$ cat src/rtl/sine_wave_player_pkg.sv
// Shared constants for the sine ROM, its player and the surrounding top level,
// plus the player's control-state encoding.
package sine_wave_player_pkg;

    localparam int unsigned TABLE_LEN   = 632;
    localparam int unsigned ADDR_W      = 10;
    localparam int unsigned DATA_W      = 13;
    localparam int unsigned ROM_LATENCY = 1;
    localparam int unsigned FIFO_DEPTH  = 4;
    localparam int unsigned CNT_W       = 16;

    typedef enum logic [1:0] {
        ST_IDLE  = 2'd0,
        ST_RUN   = 2'd1,
        ST_DRAIN = 2'd2
    } state_e;

endpackage

$ cat src/rtl/sine_wave_player_sync_fifo.sv
// Parameterised show-ahead synchronous FIFO with occupancy count; a simultaneous
// write and pop are both honoured, even when full. Head reads as zero when empty.
module sync_fifo #(
    parameter int unsigned WIDTH = 8,
    parameter int unsigned DEPTH = 4
) (
    input  logic                       clk,
    input  logic                       reset,
    input  logic                       i_wr,
    input  logic [WIDTH-1:0]           iv_wr_data,
    input  logic                       i_rd,
    output logic [WIDTH-1:0]           ov_rd_data,
    output logic                       o_empty,
    output logic [$clog2(DEPTH+1)-1:0] ov_count
);
    localparam int unsigned CW = $clog2(DEPTH + 1);
    localparam int unsigned PW = (DEPTH > 1) ? $clog2(DEPTH) : 1;

    logic [WIDTH-1:0] mem_q [DEPTH];
    logic [WIDTH-1:0] mem_d [DEPTH];
    logic [PW-1:0]    wr_ptr_q, wr_ptr_d, rd_ptr_q, rd_ptr_d;
    logic [CW-1:0]    count_q, count_d;
    logic             do_wr, do_rd;

    function automatic logic [PW-1:0] ptr_inc(input logic [PW-1:0] p);
        return (p == PW'(DEPTH - 1)) ? '0 : p + 1'b1;
    endfunction

    always_comb begin
        do_rd    = i_rd && (count_q != '0);
        // When full, a write is legal only because the head slot is being popped.
        do_wr    = i_wr && ((count_q != CW'(DEPTH)) || do_rd);
        mem_d    = mem_q;
        wr_ptr_d = wr_ptr_q;
        rd_ptr_d = rd_ptr_q;
        count_d  = count_q;
        if (do_wr) begin
            mem_d[wr_ptr_q] = iv_wr_data;
            wr_ptr_d        = ptr_inc(wr_ptr_q);
        end
        if (do_rd) begin
            rd_ptr_d = ptr_inc(rd_ptr_q);
        end
        case ({do_wr, do_rd})
            2'b10:   count_d = count_q + 1'b1;
            2'b01:   count_d = count_q - 1'b1;
            default: count_d = count_q;
        endcase
    end

    always_ff @(posedge clk) begin
        if (reset) begin
            wr_ptr_q <= '0;
            rd_ptr_q <= '0;
            count_q  <= '0;
        end else begin
            wr_ptr_q <= wr_ptr_d;
            rd_ptr_q <= rd_ptr_d;
            count_q  <= count_d;
        end
    end

    always_ff @(posedge clk) begin
        mem_q <= mem_d;
    end

    assign o_empty    = (count_q == '0);
    assign ov_count   = count_q;
    assign ov_rd_data = o_empty ? '0 : mem_q[rd_ptr_q];

endmodule

$ cat src/rtl/sine_wave_player.sv
// Phase-stepping sine ROM reader: issues addresses modulo TABLE_LEN under FIFO
// credit, absorbs ROM latency and streams samples out on valid/ready.
module sine_wave_player #(
    parameter int unsigned TABLE_LEN   = sine_wave_player_pkg::TABLE_LEN,
    parameter int unsigned ADDR_W      = sine_wave_player_pkg::ADDR_W,
    parameter int unsigned DATA_W      = sine_wave_player_pkg::DATA_W,
    parameter int unsigned ROM_LATENCY = sine_wave_player_pkg::ROM_LATENCY,
    parameter int unsigned FIFO_DEPTH  = sine_wave_player_pkg::FIFO_DEPTH,
    parameter int unsigned CNT_W       = sine_wave_player_pkg::CNT_W
) (
    input  logic              clk,
    input  logic              reset,
    input  logic              i_start,
    input  logic              i_stop,
    input  logic [ADDR_W-1:0] iv_step,
    output logic [ADDR_W-1:0] ov_rom_addr,
    input  logic [DATA_W-1:0] iv_rom_data,
    output logic [DATA_W-1:0] ov_sample,
    output logic              o_sample_valid,
    input  logic              i_sample_ready,
    output logic              o_busy,
    output logic              o_period_done,
    output logic [CNT_W-1:0]  ov_period_cnt
);
    import sine_wave_player_pkg::*;

    localparam int unsigned FCW = $clog2(FIFO_DEPTH + 1);
    localparam int unsigned IFW = $clog2(ROM_LATENCY + 1);
    localparam int unsigned OCW = FCW + IFW + 1;
    localparam logic [ADDR_W:0] TLEN = (ADDR_W + 1)'(TABLE_LEN);

    state_e               state_q, state_d;
    logic [ADDR_W-1:0]    addr_q, addr_d;
    logic [ADDR_W-1:0]    step_q, step_d;
    logic [CNT_W-1:0]     cnt_q, cnt_d;
    logic                 period_done_q, period_done_d;
    logic                 busy_q, busy_d;
    logic [ROM_LATENCY-1:0] vld_q, vld_d;

    logic [ADDR_W-1:0]    step_sat, addr_next;
    logic [ADDR_W:0]      sum;
    logic [IFW-1:0]       inflight;
    logic [FCW-1:0]       fifo_count;
    logic                 fifo_empty, wrap, issue, pop;

    always_comb begin
        step_sat  = ({1'b0, iv_step} >= TLEN) ? ADDR_W'(TABLE_LEN - 1) : iv_step;
        sum       = {1'b0, addr_q} + {1'b0, step_q};
        wrap      = (sum >= TLEN);
        addr_next = wrap ? ADDR_W'(sum - TLEN) : sum[ADDR_W-1:0];

        // Credit: reads in flight plus buffered samples may never exceed the FIFO.
        inflight  = IFW'($countones(vld_q));
        issue     = (state_q == ST_RUN) &&
                    ((OCW'(inflight) + OCW'(fifo_count)) < OCW'(FIFO_DEPTH));
        vld_d     = ROM_LATENCY'({vld_q, issue});

        state_d       = state_q;
        addr_d        = addr_q;
        step_d        = step_q;
        cnt_d         = cnt_q;
        period_done_d = 1'b0;

        case (state_q)
            ST_IDLE: begin
                addr_d = '0;
                if (i_start && !i_stop) begin
                    state_d = ST_RUN;
                    step_d  = step_sat;
                    cnt_d   = '0;
                end
            end
            ST_RUN: begin
                if (issue) begin
                    addr_d = addr_next;
                    if (wrap) begin
                        period_done_d = 1'b1;
                        cnt_d         = cnt_q + 1'b1;
                        step_d        = step_sat;
                    end
                end
                if (i_stop) begin
                    state_d = ST_DRAIN;
                end
            end
            ST_DRAIN: begin
                if ((vld_q == '0) && fifo_empty) begin
                    state_d = ST_IDLE;
                    addr_d  = '0;
                end
            end
            default: begin
                state_d = ST_IDLE;
                addr_d  = '0;
            end
        endcase

        busy_d = (state_d != ST_IDLE);
    end

    always_ff @(posedge clk) begin
        if (reset) begin
            state_q       <= ST_IDLE;
            addr_q        <= '0;
            step_q        <= '0;
            cnt_q         <= '0;
            period_done_q <= 1'b0;
            busy_q        <= 1'b0;
            vld_q         <= '0;
        end else begin
            state_q       <= state_d;
            addr_q        <= addr_d;
            step_q        <= step_d;
            cnt_q         <= cnt_d;
            period_done_q <= period_done_d;
            busy_q        <= busy_d;
            vld_q         <= vld_d;
        end
    end

    assign pop = o_sample_valid && i_sample_ready;

    sync_fifo #(
        .WIDTH (DATA_W),
        .DEPTH (FIFO_DEPTH)
    ) u_fifo (
        .clk        (clk),
        .reset      (reset),
        .i_wr       (vld_q[ROM_LATENCY-1]),
        .iv_wr_data (iv_rom_data),
        .i_rd       (pop),
        .ov_rd_data (ov_sample),
        .o_empty    (fifo_empty),
        .ov_count   (fifo_count)
    );

    assign o_sample_valid = !fifo_empty;
    assign ov_rom_addr    = addr_q;
    assign o_busy         = busy_q;
    assign o_period_done  = period_done_q;
    assign ov_period_cnt  = cnt_q;

endmodule

$ cat config.mk
export PLATFORM = sky130hd
export DESIGN_NAME = sine_wave_player
export DESIGN_NICKNAME = d
export VERILOG_FILES = /design/src/rtl/sine_wave_player_pkg.sv /design/src/rtl/sine_wave_player_sync_fifo.sv /design/src/rtl/sine_wave_player.sv
export SDC_FILE = /design/constraint.sdc
export NUM_CORES = 1
export LEC_CHECK = 0
export BUFFER_PORTS_ARGS = -buffer_cell sky130_fd_sc_hd__buf_2
export CORE_MARGIN = 3
export CORE_UTILIZATION = 57
export DETAILED_ROUTE_END_ITERATION = 16
export GPL_ROUTABILITY_DRIVEN = 0
export PLACE_DENSITY = 0.79
export SETUP_SLACK_MARGIN = 0.3
export SLEW_MARGIN = 10
export SYNTH_ARGS = -nofsm -noshare
export SYNTH_HDL_FRONTEND = slang
export SYNTH_HIERARCHICAL = 1
export SYNTH_SLANG_ARGS = --single-unit
$ cat constraint.sdc
create_clock -name clk -period 4.1 [get_ports clk]
set_clock_uncertainty 0.15 [all_clocks]
set_input_delay 0.615 -clock clk [delete_from_list [all_inputs] [get_ports clk]]
set_output_delay 0.615 -clock clk [all_outputs]
set_load 0.05 [all_outputs]
==> results of run 1 <==
==> per-stage QoR <==
stage                     cells  area, um^2  worst slack (ns)  hold WS, ns  power, W
after global routing        627        5550             0.347        0.301   0.00185
after floorplan             450        4920             0.645        0.303   0.00116
after CTS                   627        5550             0.421        0.307   0.00179
after global placement      611        5360             0.596        0.322   0.00120
after detailed placement    611        5360             0.473        0.324   0.00120
final                       627        5550             0.624        0.315   0.00178
==> area by class of cell <==
class                   count  area [um^2]
repair buffers             76          398
inverters                  23         86.3
well taps                 105          131
multi-input cells         307         2230
clock buffers              11          141
fillers                   637         2750
clock inverters             5         43.8
flip-flops and latches    100         2520
==> cells by family (layout without fill, tap and decap cells) <==
kind of cell / Yosys count / after routing / synth area share [%]
buf+inv: 43 / 115 / 3.74
simple gates: 151 / 151 / 16.5
compound gates: 112 / 112 / 15.2
fa+ha+maj: 20 / 20 / 5.39
flops: 100 / 100 / 51.3
xor+xnor: 9 / 9 / 1.60
mux: 15 / 15 / 6.36
==> power groups by stage <==
stage                     clock network, W  logic [W]  registers (W)
after floorplan                          0  0.0000699        0.00109
after global placement                   0   0.000111        0.00109
after detailed placement                 0   0.000114        0.00109
after CTS                         0.000609   0.000114        0.00106
after global routing              0.000655   0.000125        0.00106
final                             0.000601   0.000115        0.00106
==> cells in the mapped netlist (all sizes together), types with 3 or more instances <==
cell type,count
xnor2,3
dfxtp,48
or2,3
and3,8
nand2b,4
xor2,6
clkbuf,9
nand2,22
edfxtp,52
a21oi,27
a22o,4
or3,4
or4,5
o31ai,7
nand4,4
nor2b,16
o211ai,6
a31oi,13
nor4,7
nor3,28
ha,18
mux4,13
nand4b,3
o21ai,26
inv,23
nand3,17
buf,11
a211oi,4
nor2,24
==> flip-flops by register name (all words and copies together), names as in the netlist <==
signal / flops
ov_period_cnt: 16
inflight: 1
state_q: 2
o_busy: 1
o_period_done: 1
step_q: 10
u_fifo/ov_count: 3
u_fifo/mem_q: 52
u_fifo/wr_ptr_q: 2
u_fifo/rd_ptr_q: 2
ov_rom_addr: 10
==> worst max-delay path by stage <==
stage / endpoint / depth (start not counted) / slack [ns]
final: ov_period_cnt[6] / 11 / 0.62
after global routing: ov_period_cnt[6] / 11 / 0.35
after CTS: ov_period_cnt[6] / 11 / 0.42
after detailed placement: ov_period_cnt[6] / 11 / 0.47
after global placement: step_q[3] / 11 / 0.60
after floorplan: ov_period_cnt[15] / 12 / 0.64
==> metal layers <==
layer  up-vias  GRT usage [%]  part of all wire (%)
met5         -              0                     0
met4         0           7.25                   1.6
met1      1884           33.3                    42
li1       1850              -                     -
met2       178           37.7                    48
met3        19           4.18                   8.7
==> timing repair <==
item | 4_1_cts | 5_1_grt
endpoints found under the hold margin | 0 | 0
resized for setup | 0 | 2
buffers inserted | 0 | 0
endpoints found under the setup margin | 0 | 7
==> impl_results.md, run 1 <==
* Status: finished clean
* Row count at 33
* Crit path launch: ov_rom_addr[0]
* Ys flop type: edfxtp_1
* Clock sink total at 100
* Die Span X at 98.9 um
* Hold violation count in the final report at 0
* Crit Path Class: reg2reg
* Internal at 0.00134 W
* P per Cell Area at 321 nW/um^2
* Synth top area share at 31.7%
* Most common cell after layout, fill and taps aside: buf_2
* Die Height at 98.9 um
* CP Launch Type: register
* Setup Total Neg Slack at 0 ns
* CTS H-tree depth at 3
* Reg2reg setup slack at 0.62 ns
* WP buf/inv at 1
* Hold path depth at 1
* Die Footprint at 9780 um^2
* Drt first-iter violations at 335
* Post-DP HPWL at 7900 um
* Min-Delay Endpoint: u_fifo/mem_q[51]
* CTS Hold Bufs at 0
* WP data arrival at 3.59 ns
* Largest net degree at the start of global routing at 40
* Longest Clk Path Bufs at 2
* Leak at 2.08 nW
* Net Sw Frac at 24.7%
* Clk_lat worst skew at 0.36 ns
* Max IR drop VDD at 230 uV
* Vias per cell at 6.27
* Initial antenna violation count at 0
* Delay-heaviest family, CP: compound AO/OA/AOI/OAI gates
* Sequential area share after synthesis at 51.3%
* DRC at 0
* Most frequent cells in the layout: buf_2 (69), edfxtp_1 (52), dfxtp_1 (48), a21oi_1 (27), nor3_1 (27)
* Async SR Flop Fraction at 0%
* Hold WC Path Type: in2reg
* #FFs+latches synth at 100
* Post-synth top area cell: edfxtp_1
* Initial Util at 59.3%
* Global-route wire length before repair at 18600 um
* Worst r2r src: ov_rom_addr[0]
* Yosys warns at 6
* Crit-path slowest cell: o21a_2
* Syn_nets at 498
* NetSw at 0.000439 W
* Average wire per standard cell at 18.1 um
* Root Buffer: clkbuf_8
* Synthesized area per cell at 10.9 um^2
* Mapped cell area at 4920 um^2
* P&R area growth vs syn at 12.8%
* Fmax at 288 MHz
* Logic pwr share at 6.5%
* Worst Tran Pin Value at 1.01 ns
* Max stage delay on crit path at 0.44 ns
* Path depth of the worst reg2reg path at 11
* CTS tree: yes
* Core area at 8300 um^2
* Ant. Diodes at 0
* Io pins at 70
* First-pass DRT Iterations at 5
* Worst Path Max Fanout at 21
* Slew Viols, Final at 0
* Clock power frac at 33.8%
* Post-synth EDFFs at 52
* RSZ-0062 raised after global routing: false
* Layout net count at 565
* Max-cap violations at 0
* Total number of vias at 3931
* Layout cells sized above 1 at 23.4%
* Post-route ant nets at 0
* Total Routing Usage GR at 23.7%
* Cts bufs inserted at 9
* Sequential share of power at 59.8%
* Final Util at 66.9%
* Relative slew slack at 32.7%
* Port bufs at 69
* Post-Route WL at 11300 um
* Distinct cell type count after synthesis at 64
* Most area-consuming cells after synthesis: edfxtp_1 (32%), dfxtp_1 (20%), mux4_2 (5.9%), ha_1 (4.6%), nor3_1 (2.8%)
* Grt total ovfl at 0
* FF-to-FF End: ov_period_cnt[6]
* Final period util at 84.8%
* Hold_sp: iv_rom_data[12]
* Cell chain of the critical path: ha_1, inv_1, fa_1, nand2b_1, a21oi_1, o22ai_1, xnor2_1, nor4_1, o21a_2, nor2_1, a311oi_1
* Number of global-route vias before repair at 3815
* Worst Path Required at 4.21 ns
* Synth Instances at 450
* Minimum clock period at 3.48 ns
* Final setup vio count at 0
* Worst-path clk slew at 0.10 ns
* Crit. End Element: register
Power figures use the tool's default switching activity.
==> run 2: changes to the inputs <==
--- a/config.mk
+++ b/config.mk
@@ -7,10 +7,10 @@
 export LEC_CHECK = 0
 export BUFFER_PORTS_ARGS = -buffer_cell sky130_fd_sc_hd__buf_2
 export CORE_MARGIN = 3
-export CORE_UTILIZATION = 57
+export CORE_UTILIZATION = 52
 export DETAILED_ROUTE_END_ITERATION = 16
 export GPL_ROUTABILITY_DRIVEN = 0
-export PLACE_DENSITY = 0.79
+export PLACE_DENSITY = 0.76
 export SETUP_SLACK_MARGIN = 0.3
 export SLEW_MARGIN = 10
 export SYNTH_ARGS = -nofsm -noshare
==> constraint.sdc (replaced) <==
create_clock -name clk -period 3 [get_ports clk]
set_clock_uncertainty 0.15 [all_clocks]
set_input_delay 0.45 -clock clk [delete_from_list [all_inputs] [get_ports clk]]
set_output_delay 0.45 -clock clk [all_outputs]
set_load 0.05 [all_outputs]
==> run 2 against run 1 <==
Effect of this change:
- the flow now finishes with violations (setup timing)
- first-iteration DRC count grew 30%
- routed wire length grew 32%
- power grew 47%
- flip-flop and latch count is the same
- cell area grew 22%
- sequential share of layout area shrank 7.8 points
- global-route usage grew 1.4 points
- critical endpoint is now ov_period_cnt[14]
- core utilization grew 8.7 points
- hold slack lost 0.18 ns
- critical path type unchanged
- clock-buffer cell count shrank 1
==> impl_results.md, run 2 (synthesis gave the netlist of run 1 again) <==
* Status: finished, violations left (was finished clean)
* Failing checks: setup timing
* Minimum clock period at 3.11 ns (was 3.48 ns)
* Setup Total Neg Slack at -0.658 ns (was 0 ns)
* Worst Path Max Fanout at 7 (was 21)
* DRC at 0 (unchanged)
* Total number of vias at 4507 (was 3931)
* Core area at 8980 um^2 (was 8300 um^2)
* Post-route worst hold slack at 0.132 ns (was 0.315 ns)
* Worst Tran Pin Value at 0.936 ns (was 1.01 ns)
* Post-DP HPWL at 8400 um (was 7900 um)
* RSZ-0062 raised after global routing: true (was false)
* First-pass DRT Iterations at 5 (unchanged)
* Largest register by flop count: u_fifo/mem_q (unchanged)
* Leak at 2.64 nW (was 2.08 nW)
* Global-route wire length before repair at 20600 um (was 18600 um)
* Hold_sp: iv_rom_data[1] (was iv_rom_data[12])
* Post-Route WL at 14900 um (was 11300 um)
* Port bufs at 69 (unchanged)
* Cts bufs inserted at 9 (unchanged)
* Max IR drop VDD at 236 uV (was 230 uV)
* Final period util at 104% (was 84.8%)
* Worst setup margin at -0.113 ns (was 0.624 ns)
* Most common cell after layout, fill and taps aside: buf_2 (unchanged)
* Crit path launch: step_q[0] (was ov_rom_addr[0])
* Placed cells at 670 (was 611)
* Fmax at 321 MHz (was 288 MHz)
* Worst Path Required at 3.09 ns (was 4.21 ns)
* Largest net degree at the start of global routing at 39 (was 40)
* Longest Clk Path Bufs at 2 (unchanged)
* Relative slew slack at 37.5% (was 32.7%)
* Root Buffer: clkbuf_8 (unchanged)
* Crit Path Class: reg2reg (unchanged)
* Final setup vio count at 11 (was 0)
* Initial Util at 54.8% (was 59.3%)
* Vias per cell at 6.26 (was 6.27)
* Crit. End Element: register (unchanged)
* CTS Hold Bufs at 0 (unchanged)
* Die Footprint at 10700 um^2 (was 9780 um^2)
* Io pins at 70 (unchanged)
* Worst-path clk slew at 0.11 ns (was 0.10 ns)
* Path depth of the worst reg2reg path at 13 (was 11)
* Initial antenna violation count at 1 (was 0)
* Hold violation count in the final report at 0 (unchanged)
* Clock sink total at 100 (unchanged)
* P per Cell Area at 385 nW/um^2 (was 321 nW/um^2)
* Total Routing Usage GR at 25.1% (was 23.7%)
* Die Span X at 103 um (was 98.9 um)
* CTS tree: yes (unchanged)
* Average wire per standard cell at 20.7 um (was 18.1 um)
* Row count at 34 (was 33)
* Max-cap violations at 0 (unchanged)
* Grt total ovfl at 0 (unchanged)
* Worst r2r src: step_q[0] (was ov_rom_addr[0])
* Number of global-route vias before repair at 4178 (was 3815)
* Crit-path slowest cell: o41a_1 (was o21a_2)
* Most frequent cells in the layout: buf_2 (69), buf_4 (58), edfxtp_1 (52), dfxtp_1 (36), nand2_1 (22) (was buf_2 (69), edfxtp_1 (52), dfxtp_1 (48), a21oi_1 (27), nor3_1 (27))
* Layout net count at 636 (was 565)
* Power, Total at 0.00261 W (was 0.00178 W)
* Drt first-iter violations at 437 (was 335)
* Post-Layout Cell Count at 720 (was 627)
* Layout cells sized above 1 at 45.7% (was 23.4%)
* Cell chain of the critical path: ha_4, inv_2, fa_2, nand2b_4, a2bb2oi_2, a221o_1, o211ai_1, o41a_1, o21a_2, buf_8, buf_6, o31ai_1, a21oi_1 (was ha_1, inv_1, fa_1, nand2b_1, a21oi_1, o22ai_1, xnor2_1, nor4_1, o21a_2, nor2_1, a311oi_1)
* P&R area growth vs syn at 37.9% (was 12.8%)
* Largest register FFs at 52 (unchanged)
* CP Launch Type: register (unchanged)
* Clk_lat worst skew at 0.37 ns (was 0.36 ns)
* Post-route ant nets at 0 (unchanged)
* CTS H-tree depth at 3 (unchanged)
* WP data arrival at 3.21 ns (was 3.59 ns)
* Max stage delay on crit path at 0.42 ns (was 0.44 ns)
* Die Height at 103 um (was 98.9 um)
* Hold path depth at 1 (unchanged)
* Hold WC Path Type: in2reg (unchanged)
* Slew Viols, Final at 0 (unchanged)
-- run 2: changes by cell type in the layout (fill, tap and decap cells not counted), moves of 7 or more --
cell | before | now
nor3_1 | 27 | 16
dfxtp_1 | 48 | 36
buf_6 | 0 | 13
ha_1 | 18 | 10
buf_4 | 7 | 58
a21oi_2 | 0 | 7
a21oi_1 | 27 | 19
-- run 2: cell type report --
cell class	instances	area, um^2
diodes	1	2.50
fillers	530	2190
multi-input cells	307	2710
well taps	126	158
clock inverters	6	83.8
inverters	23	86.3
flip-flops and latches	100	2550
repair buffers	147	1070
clock buffers	10	128
-- run 2: critical path, delay by kind of cell (launching register included) --
family                   cells  cell delay, ns
flip-flops                   1            0.38
AND/OR/NAND/NOR              1            0.18
buffers and inverters        3            0.33
AO/OA/AOI/OAI                7            1.49
adder cells (fa/ha/maj)      2            0.48
-- run 2: power breakdown --
group          leakage (nW)  internal (W)  total, W  switching, W
combinational          1.68     0.0000976  0.000248      0.000150
sequential            0.864       0.00144   0.00145    0.00000897
clock                 0.106      0.000405  0.000916      0.000511
total                  2.64       0.00194   0.00261      0.000670
-- run 2: path summary, 6_finish.rpt --
kind                                     endpoint  slack, ns
worst min register to register     ov_rom_addr[2]       0.35
worst max-delay path            ov_period_cnt[14]      -0.11
worst min-delay path             u_fifo/mem_q[27]       0.13
worst max register to register  ov_period_cnt[14]      -0.11
-- run 2: metrics by stage --
step / setup WS (ns) / utilization [%] / area [um^2]
after global routing: -0.210 / 75.6 / 6790
after global placement: -0.0241 / 64.7 / 5810
final: -0.113 / 75.6 / 6790
after CTS: 0.0409 / 71.0 / 6370
after floorplan: 0.00485 / - / 5050
after detailed placement: -0.158 / 64.7 / 5810
-- run 2: what timing repair did --
action,4_1_cts,5_1_grt
cloned,0,1
pin swaps,23,39
gates resized for setup,44,67
endpoints found under the setup margin,35,35
buffers inserted,21,11
-- run 2: routing by layer --
layer,share of wire (%),vias up,GRT usage [%]
met1,39,2192,34.3
met2,49,261,40.7
met3,8.2,52,3.69
li1,-,2002,-
met4,3.5,0,9.76
met5,0,-,0
